`src/rtl/rc4_ksa_shuffle_if.sv`:
```
// RC4 KSA swap-stage bus: start/finish handshake, secret key and the S RAM port.
//   start, key           : request from the controller
//   finish, busy         : completion pulse and run-in-progress flag
//   s_addr/s_wdata/s_wren: S RAM address, write data, write enable
//   s_rdata              : S RAM read data (1-cycle latency)
// master = controller/RAM side, slave = shuffle engine.
interface rc4_ksa_shuffle_if #(
  parameter int unsigned KEY_BYTES = 3
);
  logic                   start;
  logic [8*KEY_BYTES-1:0] key;
  logic                   finish;
  logic                   busy;
  logic [7:0]             s_addr;
  logic [7:0]             s_wdata;
  logic                   s_wren;
  logic [7:0]             s_rdata;

  modport master (
    output start, key, s_rdata,
    input  finish, busy, s_addr, s_wdata, s_wren
  );

  modport slave (
    input  start, key, s_rdata,
    output finish, busy, s_addr, s_wdata, s_wren
  );
endinterface

```
`src/rtl/rc4_ksa_shuffle.sv`:
```
// RC4 key-scheduling swap stage: for i = 0..255, j += S[i] + key[i mod KEY_BYTES],
// then swap S[i] and S[j] through a single-port S RAM with 1-cycle read latency.
// Ports:
//   clk, rst : clock, synchronous active-high reset
//   bus      : slave side of rc4_ksa_shuffle_if (start/key in, finish/busy out,
//              S RAM address/write data/write enable out, read data in)
// Each iteration takes 6 cycles (RD_I, CAP_I, RD_J, CAP_J, WR_I, WR_J); all
// outputs are registered so s_rdata never reaches an output combinationally.
module rc4_ksa_shuffle #(
  parameter int unsigned KEY_BYTES = 3
) (
  input  logic              clk,
  input  logic              rst,
  rc4_ksa_shuffle_if.slave  bus
);

  localparam int unsigned KEY_W = 8 * KEY_BYTES;
  localparam int unsigned K_W   = (KEY_BYTES > 1) ? $clog2(KEY_BYTES) : 1;
  localparam logic [K_W-1:0] K_LAST = K_W'(KEY_BYTES - 1);

  typedef enum logic [2:0] {
    IDLE  = 3'd0,
    RD_I  = 3'd1,
    CAP_I = 3'd2,
    RD_J  = 3'd3,
    CAP_J = 3'd4,
    WR_I  = 3'd5,
    WR_J  = 3'd6,
    DONE  = 3'd7
  } state_t;

  state_t           state;
  logic [7:0]       i;
  logic [7:0]       j;
  logic [K_W-1:0]   k;
  logic [7:0]       si;
  logic [KEY_W-1:0] key_q;

  logic             finish;
  logic             busy;
  logic [7:0]       s_addr;
  logic [7:0]       s_wdata;
  logic             s_wren;

  logic [7:0]       key_byte;
  logic [7:0]       j_next;

  // Key byte k; byte 0 is the most significant byte of key_q.
  always_comb begin
    key_byte = '0;
    for (int n = 0; n < KEY_BYTES; n++) begin
      if (k == K_W'(n)) key_byte = key_q[8*(KEY_BYTES-n)-1 -: 8];
    end
  end

  // Updated j, computed from S[i] as it arrives (mod 256).
  assign j_next = j + bus.s_rdata + key_byte;

  // State machine with registered outputs; each branch loads the outputs
  // belonging to the state being entered.
  always_ff @(posedge clk) begin
    if (rst) begin
      state   <= IDLE;
      i       <= '0;
      j       <= '0;
      k       <= '0;
      si      <= '0;
      key_q   <= '0;
      finish  <= 1'b0;
      busy    <= 1'b0;
      s_addr  <= '0;
      s_wdata <= '0;
      s_wren  <= 1'b0;
    end else begin
      finish <= 1'b0;
      s_wren <= 1'b0;
      case (state)
        IDLE: begin
          busy    <= 1'b0;
          s_addr  <= '0;
          s_wdata <= '0;
          if (bus.start) begin
            key_q <= bus.key;
            i     <= '0;
            j     <= '0;
            k     <= '0;
            busy  <= 1'b1;
            state <= RD_I;
          end
        end
        RD_I: begin
          state <= CAP_I;
        end
        CAP_I: begin
          si     <= bus.s_rdata;
          j      <= j_next;
          s_addr <= j_next;
          state  <= RD_J;
        end
        RD_J: begin
          state <= CAP_J;
        end
        CAP_J: begin
          // S[j] goes straight into the write-data register; it is only
          // needed for the WR_I write.
          s_addr  <= i;
          s_wdata <= bus.s_rdata;
          s_wren  <= 1'b1;
          state   <= WR_I;
        end
        WR_I: begin
          s_addr  <= j;
          s_wdata <= si;
          s_wren  <= 1'b1;
          state   <= WR_J;
        end
        WR_J: begin
          k <= (k == K_LAST) ? '0 : k + K_W'(1);
          if (i == 8'hFF) begin
            busy    <= 1'b0;
            finish  <= 1'b1;
            s_addr  <= '0;
            s_wdata <= '0;
            state   <= DONE;
          end else begin
            i      <= i + 8'd1;
            s_addr <= i + 8'd1;
            state  <= RD_I;
          end
        end
        DONE: begin
          state <= IDLE;
        end
        default: begin
          busy    <= 1'b0;
          s_addr  <= '0;
          s_wdata <= '0;
          state   <= IDLE;
        end
      endcase
    end
  end

  assign bus.finish  = finish;
  assign bus.busy    = busy;
  assign bus.s_addr  = s_addr;
  assign bus.s_wdata = s_wdata;
  assign bus.s_wren  = s_wren;

endmodule
```
`src/flat_wrapper.sv`:
```
// flat-port wrapper written by rule: the top's interface ports become plain ports
module rc4_ksa_shuffle_flat 
#(
  parameter int unsigned KEY_BYTES = 3
)
  (clk, rst, bus_start, bus_key, bus_s_rdata, bus_finish, bus_busy, bus_s_addr, bus_s_wdata, bus_s_wren);
  rc4_ksa_shuffle_if #(.KEY_BYTES(KEY_BYTES)) bus_i ();
  input  logic clk;
  input  logic rst;
  input wire logic [$bits(bus_i.start)-1:0] bus_start;
  input wire logic [$bits(bus_i.key)-1:0] bus_key;
  input wire logic [$bits(bus_i.s_rdata)-1:0] bus_s_rdata;
  output wire logic [$bits(bus_i.finish)-1:0] bus_finish;
  output wire logic [$bits(bus_i.busy)-1:0] bus_busy;
  output wire logic [$bits(bus_i.s_addr)-1:0] bus_s_addr;
  output wire logic [$bits(bus_i.s_wdata)-1:0] bus_s_wdata;
  output wire logic [$bits(bus_i.s_wren)-1:0] bus_s_wren;
  assign bus_i.start = bus_start;
  assign bus_i.key = bus_key;
  assign bus_i.s_rdata = bus_s_rdata;
  assign bus_finish = bus_i.finish;
  assign bus_busy = bus_i.busy;
  assign bus_s_addr = bus_i.s_addr;
  assign bus_s_wdata = bus_i.s_wdata;
  assign bus_s_wren = bus_i.s_wren;
  rc4_ksa_shuffle #(.KEY_BYTES(KEY_BYTES)) u_core (.clk(clk), .rst(rst), .bus(bus_i));
endmodule
```
`config.mk`:
```
export PLATFORM = sky130hd
export DESIGN_NAME = rc4_ksa_shuffle_flat
export DESIGN_NICKNAME = d
export VERILOG_FILES = /design/src/rtl/rc4_ksa_shuffle_if.sv /design/src/rtl/rc4_ksa_shuffle.sv /design/src/flat_wrapper.sv
export SDC_FILE = /design/constraint.sdc
export NUM_CORES = 1
export LEC_CHECK = 0
export ABC_AREA = 0
export CAP_MARGIN = 20
export CORE_ASPECT_RATIO = 1.2
export CORE_MARGIN = 1.5
export CORE_UTILIZATION = 60
export CTS_BUF_LIST = sky130_fd_sc_hd__clkbuf_8
export DETAILED_ROUTE_END_ITERATION = 12
export PLACE_DENSITY = 0.87
export SLEW_MARGIN = 0
export SYNTH_ARGS = -nofsm -noshare
export SYNTH_HDL_FRONTEND = slang
export SYNTH_SLANG_ARGS = --single-unit
export TNS_END_PERCENT = 50
```
`constraint.sdc`:
```
create_clock -name clk -period 4.73 [get_ports clk]
set_clock_uncertainty 0.2 [all_clocks]
set_input_delay 1.419 -clock clk [delete_from_list [all_inputs] [get_ports clk]]
set_output_delay 1.419 -clock clk [all_outputs]
set_load 0.02 [all_outputs]
```
### After elaboration in Yosys (flattened, before gate mapping)

Index checks and enable logic that the tools add are counted.

| storage, ports and cells | value |
|---|---|
| bits in registers | 72 |
| bits in latches | 0 |
| RAM bits | 0 |
| bits in read-only memories | 0 |
| bits of input ports | 35 |
| output and inout port bits | 19 |
| logic and storage cells | 65 |
| memories | 0 |

| operators by class | value |
|---|---|
| add/subtract/negate cells | 4 |
| $mul | 0 |
| divide/modulo/power cells | 0 |
| $lt $le $gt $ge | 0 |
| equal/unequal tests | 13 |
| shift operators | 0 |
| mux-type cells | 22 |
| bitwise operators | 1 |
| reductions and logical operators | 14 |

Operators by type and width:

| operator | count |
|---|---|
| two-way mux 8 bit | 7 |
| one-hot mux 8 bit (5 select lines) | 1 |
| one-hot mux 8 bit (2 select lines) | 2 |
| one-hot mux 8 bit (4 select lines) | 1 |
| one-hot mux 3 bit (8 select lines) | 1 |
| adder 8 bit | 2 |
| equality test 3 bit (second input constant) | 4 |
| AND reduction 2 bit | 5 |
| adder 8 x 1 -> 8 bit (second input constant) | 1 |
| equality test 8 bit (second input constant) | 1 |
| equality test 3 x 2 -> 1 bit (second input constant) | 2 |
| two-way mux 3 bit | 2 |
| nonzero test 5 bit | 1 |
| two-way mux 1 bit | 4 |
| two-way mux 2 bit | 2 |
| inequality test 2 bit (second input constant) | 2 |
| one-hot mux 2 bit (2 select lines) | 1 |
| nonzero test 2 bit | 2 |
| nonzero test 4 bit | 1 |
| OR reduction 2 bit | 2 |
| equality test 3 x 1 -> 1 bit (second input constant) | 1 |
| zero test 3 bit | 1 |
| AND reduction 3 bit | 1 |
| adder 2 x 1 -> 2 bit (second input constant) | 1 |
| 6 further kinds | 6 |

### Logic depth before layout (Yosys ltp)

| depth | value |
|---|---|
| depth in word-level cells | 6 |
| gate-level depth with buffers | 13 |
| mapped depth without buffers | 12 |

### Least setup slack after synthesis

Ideal clock, no wire load.

| timing | value |
|---|---|
| kind | in2reg |
| start | input port bus_s_rdata[1] |
| end | register u_core.s_addr[7], in the netlist u_core.bus.s_addr[7] |
| library setup time | 0.133 ns |
| arrival | 3.154 ns |
| required time | 4.397 ns |
| slack | 1.243 ns |
| stages | 11 |
| buffers on the path | 0 |
| cell sequence | inv_1 > fa_1 > inv_1 > ha_1 > inv_1 > fa_1 > nor2b_1 > o31a_1 > o22ai_1 > xnor2_1 > o22ai_1 |

| on the way | value |
|---|---|
| word-level cells in the longest chain between the ends | 3 |

Ends and longest elaborated chain:

| what | RTL line | source |
|---|---|---|
| start, declared | flat_wrapper.sv:12 | `input wire logic [$bits(bus_i.s_rdata)-1:0] bus_s_rdata;` |
| adder 8 bit (2 in a row) | rc4_ksa_shuffle.sv:57 | `assign j_next = j + bus.s_rdata + key_byte;` |
| one-hot mux 8 bit (5 select lines) | rc4_ksa_shuffle.sv:77 | `case (state)` |
| end signal, assigned | rc4_ksa_shuffle.sv:97 | `s_addr <= j_next;` |
| end signal, assigned | rc4_ksa_shuffle.sv:106 | `s_addr <= i;` |
| end signal, assigned | rc4_ksa_shuffle.sv:112 | `s_addr <= j;` |
| end, declared | rc4_ksa_shuffle.sv:41 | `logic [7:0] s_addr;` |

Every way passes these cells.
A chain may end at the register's enable or synchronous reset.

### Worst setup path in the final report

Same ends and word-level chain as after synthesis.

==> impl_results.md <==
* Clock transition at path regs at around 0.08 ns
* NumNets Final at approximately 560
* P per Cell Area at between 300 and 400 mW/mm^2
* CTS buffer count at 9
* CP arrival at 3.94 ns
* Initial antenna violation count at 0
* Max-Cap Viols at 0
* Critical path startpoint category: primary input
* Setup CP Type: in2reg
* #FFs+latches synth at 72
* CTS tree: done
* CTS hold repair buffers at 0
* Placer Congestion at approximately 0.89
* H-tree Lvls at 3
* First-pass GRT wire length at around 14000 microns
* Clock latency on the worst-skew pair at about 0.35 ns
* Buffers on Ports at 53
* Cell Area, Synth at approximately 0.0038 sq mm
* GR Util met3 at under 10%
* RSZ-0062 raised after global routing: false
* Met2 Track Usage GR at roughly 47%
* Final Hold Vio Count at 0
* Syn avg cell area at approximately 8 sq um
* Unique masters post-synth at 52
* Most frequent CP cell: inv_1
* Vias in the first global route at 3172
* Commonest non-fill, non-tap cell in the layout: nand2_1
* Ports at 54
* Synth Area in Adders at about 6.6%
* CP peak stage delay at between 0.5 and 0.6 ns
* Via count at roughly 3400
* Root buf cell: clkbuf_8
* Post-DP HPWL at about 6000 microns
* Max frequency at between 0.2 and 0.3 GHz
* Initial Util at 62.34%
* Gr busiest metal: met2
* Post-Route Setup TNS at 0 ns
* Post-place instance area at between 0.004 and 0.005 sq mm
* Post-synthesis compound-gate area fraction at 18.08%
* Mux contribution to synthesized area at 5.075%
* Slew @ Worst Pin at ~0.85 ns
* Syn Inst Count at 470
* EDFF count, synth at 0
* Antenna cells at 0
* Clock sinks at between 70 and 80
* Worst setup EP type: register
* Max clock buf depth at 2
* Simple-gate share of the synthesized area at 22.35%
* Largest net degree at the start of global routing at 70
* Most used DFF post-synth: dfxtp_1
* Max VDD drop at just under 0.2 mV
* Endpoints failing setup at 0
* Total gr overflow at 0
* Setup Fix Bufs, Post-CTS at 0
* Final period util at roughly 83%
* CP Max Fanout at 3
* Crit path max-delay cell type: clkdlybuf4s50_1
* Drt pass-1 iters at 5
* Die X at 75.39 microns
* Post-route ant nets at 0
* Status: finished clean
* Grt met1 use at about 33%
* Worst slew margin at 43.06%
* Initial DRC Count at roughly 270
* Most frequent cells in the layout: 92 x nand2_1, 72 x dfxtp_1, 61 x a21oi_1, 52 x clkdlybuf4s50_1, 45 x nor2_1
* DRC at 0
* FP Rows at 31
* WL per Instance at roughly 15 microns
* XOR/XNOR share of the synthesized area at approximately 2.8%
* Main combinational cell family by area after synthesis: simple AND/OR/NAND/NOR gates
* GRT Util Overall at between 20% and 30%
* Sequential-to-total area share from yosys stat at 38.21%
* Post-synthesis net count at 520
* Final min period at about 3.9 ns
* Die Footprint at between 0.006 and 0.007 sq mm
* WL final at about 8700 microns
* Min-delay worst type: reg2reg
* P_leak at between 1.5 and 2 nW
* Fillers at approximately 500
* Share of flip-flops with an asynchronous set or reset at 0%
* DR vias/cell at between 5 and 6
* CTS resizes at 0
* Area delta synth->final at 19.30%
* Share of cells above drive strength 1 at approximately 6.4%
* Critical path required time at around 4.7 ns
* Synth Warn # at 0
* Worst-path cell chain: clkdlybuf4s50_1, inv_1, fa_1, inv_1, ha_1, inv_1, fa_1, nor2b_1, o31a_1, o22ai_1, xnor2_1, o22ai_1
* Max-slew violations at 0
* Die extent in y at approximately 90 microns
* Core ar. at roughly 0.0061 sq mm
* Post-route cell area at between 0.004 and 0.005 sq mm
[sequential cells by signal, summed over array words and instances (netlist names)]
name and count:
u_core.si 8, u_core.key_q 24, u_core.bus.s_wdata 8, u_core.bus.finish 1
u_core.bus.s_wren 1, u_core.bus.busy 1, u_core.state 3, u_core.bus.s_addr 8
u_core.j 8, u_core.i 8, u_core.k 2
[worst max-delay path: cells and delay by family]
kind                     cells  cell delay [ns]
adder cells (fa/ha/maj)      3             1.02
XOR/XNOR                     1             0.20
AND/OR/NAND/NOR              1             0.18
AO/OA/AOI/OAI                3             0.41
buffers and inverters        4             0.71
[layout make-up]
class	instances	area (sq um)	share of cell area, %
clock inverters	7	95.09	2.113
repair buffers	57	563.0	12.51
flip-flops and latches	72	1441	32.03
clock buffers	9	123.9	2.752
well taps	82	102.6	2.280
multi-input cells	339	2069	45.98
inverters	28	105.1	2.335
[routing by layer]
metal  wire [microns]  vias to the layer above
met1             3576                     1591
met5                0                        -
met3              444                       13
met4              121                        0
met2             4563                      111
li1                 -                     1656
[synthesized netlist by cell type, drive strengths merged (3+ instances only)]
cell | instances | share of area, %
inv | 28 | 2.8
nand3b | 5 | 1.3
a22oi | 7 | 1.4
and3 | 4 | 0.80
xnor2 | 9 | 2.1
nor2b | 4 | 0.66
o22ai | 4 | 0.66
o21ai | 14 | 1.9
o31a | 3 | 0.70
o22a | 7 | 1.6
xor2 | 3 | 0.70
nand3 | 8 | 1.1
nor3b | 3 | 0.90
dfxtp | 72 | 38
a21oi | 62 | 8.3
buf | 17 | 2.8
a31oi | 4 | 1.1
fa | 8 | 4.2
clkbuf | 14 | 1.4
nand2 | 93 | 9.3
mux2i | 18 | 4.8
nor3 | 5 | 0.66
nor2 | 46 | 4.6
a211oi | 3 | 0.60
nand2b | 4 | 0.66
ha | 7 | 2.3
[final timing paths]
kind,startpoint,endpoint,cells after the start,slack [ns]
setup / recovery,bus_s_rdata[1],u_core.bus.s_addr[7],12,0.80
hold / removal,u_core.j[6],u_core.j[6],2,0.26
setup reg to reg,u_core.k[1],u_core.bus.s_addr[7],12,1.15
hold reg to reg,u_core.j[6],u_core.j[6],2,0.26
[per-stage QoR]
stage | setup WS, ns | hold WS [ns] | power (mW) | std cells | util, %
floorplan | 1.243 | 0.2225 | 0.8620 | 470 | -
global placement | 0.5673 | 0.2318 | 0.9305 | 577 | 70.51
detailed placement | 0.4836 | 0.2445 | 0.9420 | 577 | 70.51
CTS | 0.8270 | 0.2547 | 1.472 | 593 | 74.13
global route | 0.6904 | 0.2736 | 1.538 | 594 | 74.38
finish | 0.7988 | 0.2553 | 1.471 | 594 | 74.38
[power by group]
part	internal [mW]	leakage [nW]	switching, mW
clock network	0.297	0.110	0.239
logic	0.123	0.995	0.146
registers	0.638	0.586	0.0284
[cell families (layout without fill, tap and decap cells)]
group | after synthesis | in the layout
buffers and inverters | 59 | 101
muxes | 19 | 19
and+or+nand+nor | 181 | 181
DFF | 72 | 72
xor gates and xnor gates | 12 | 12
AOI/OAI and AO/OA | 112 | 112
adders and majority gates | 15 | 15
Power figures use the tool's default switching activity.
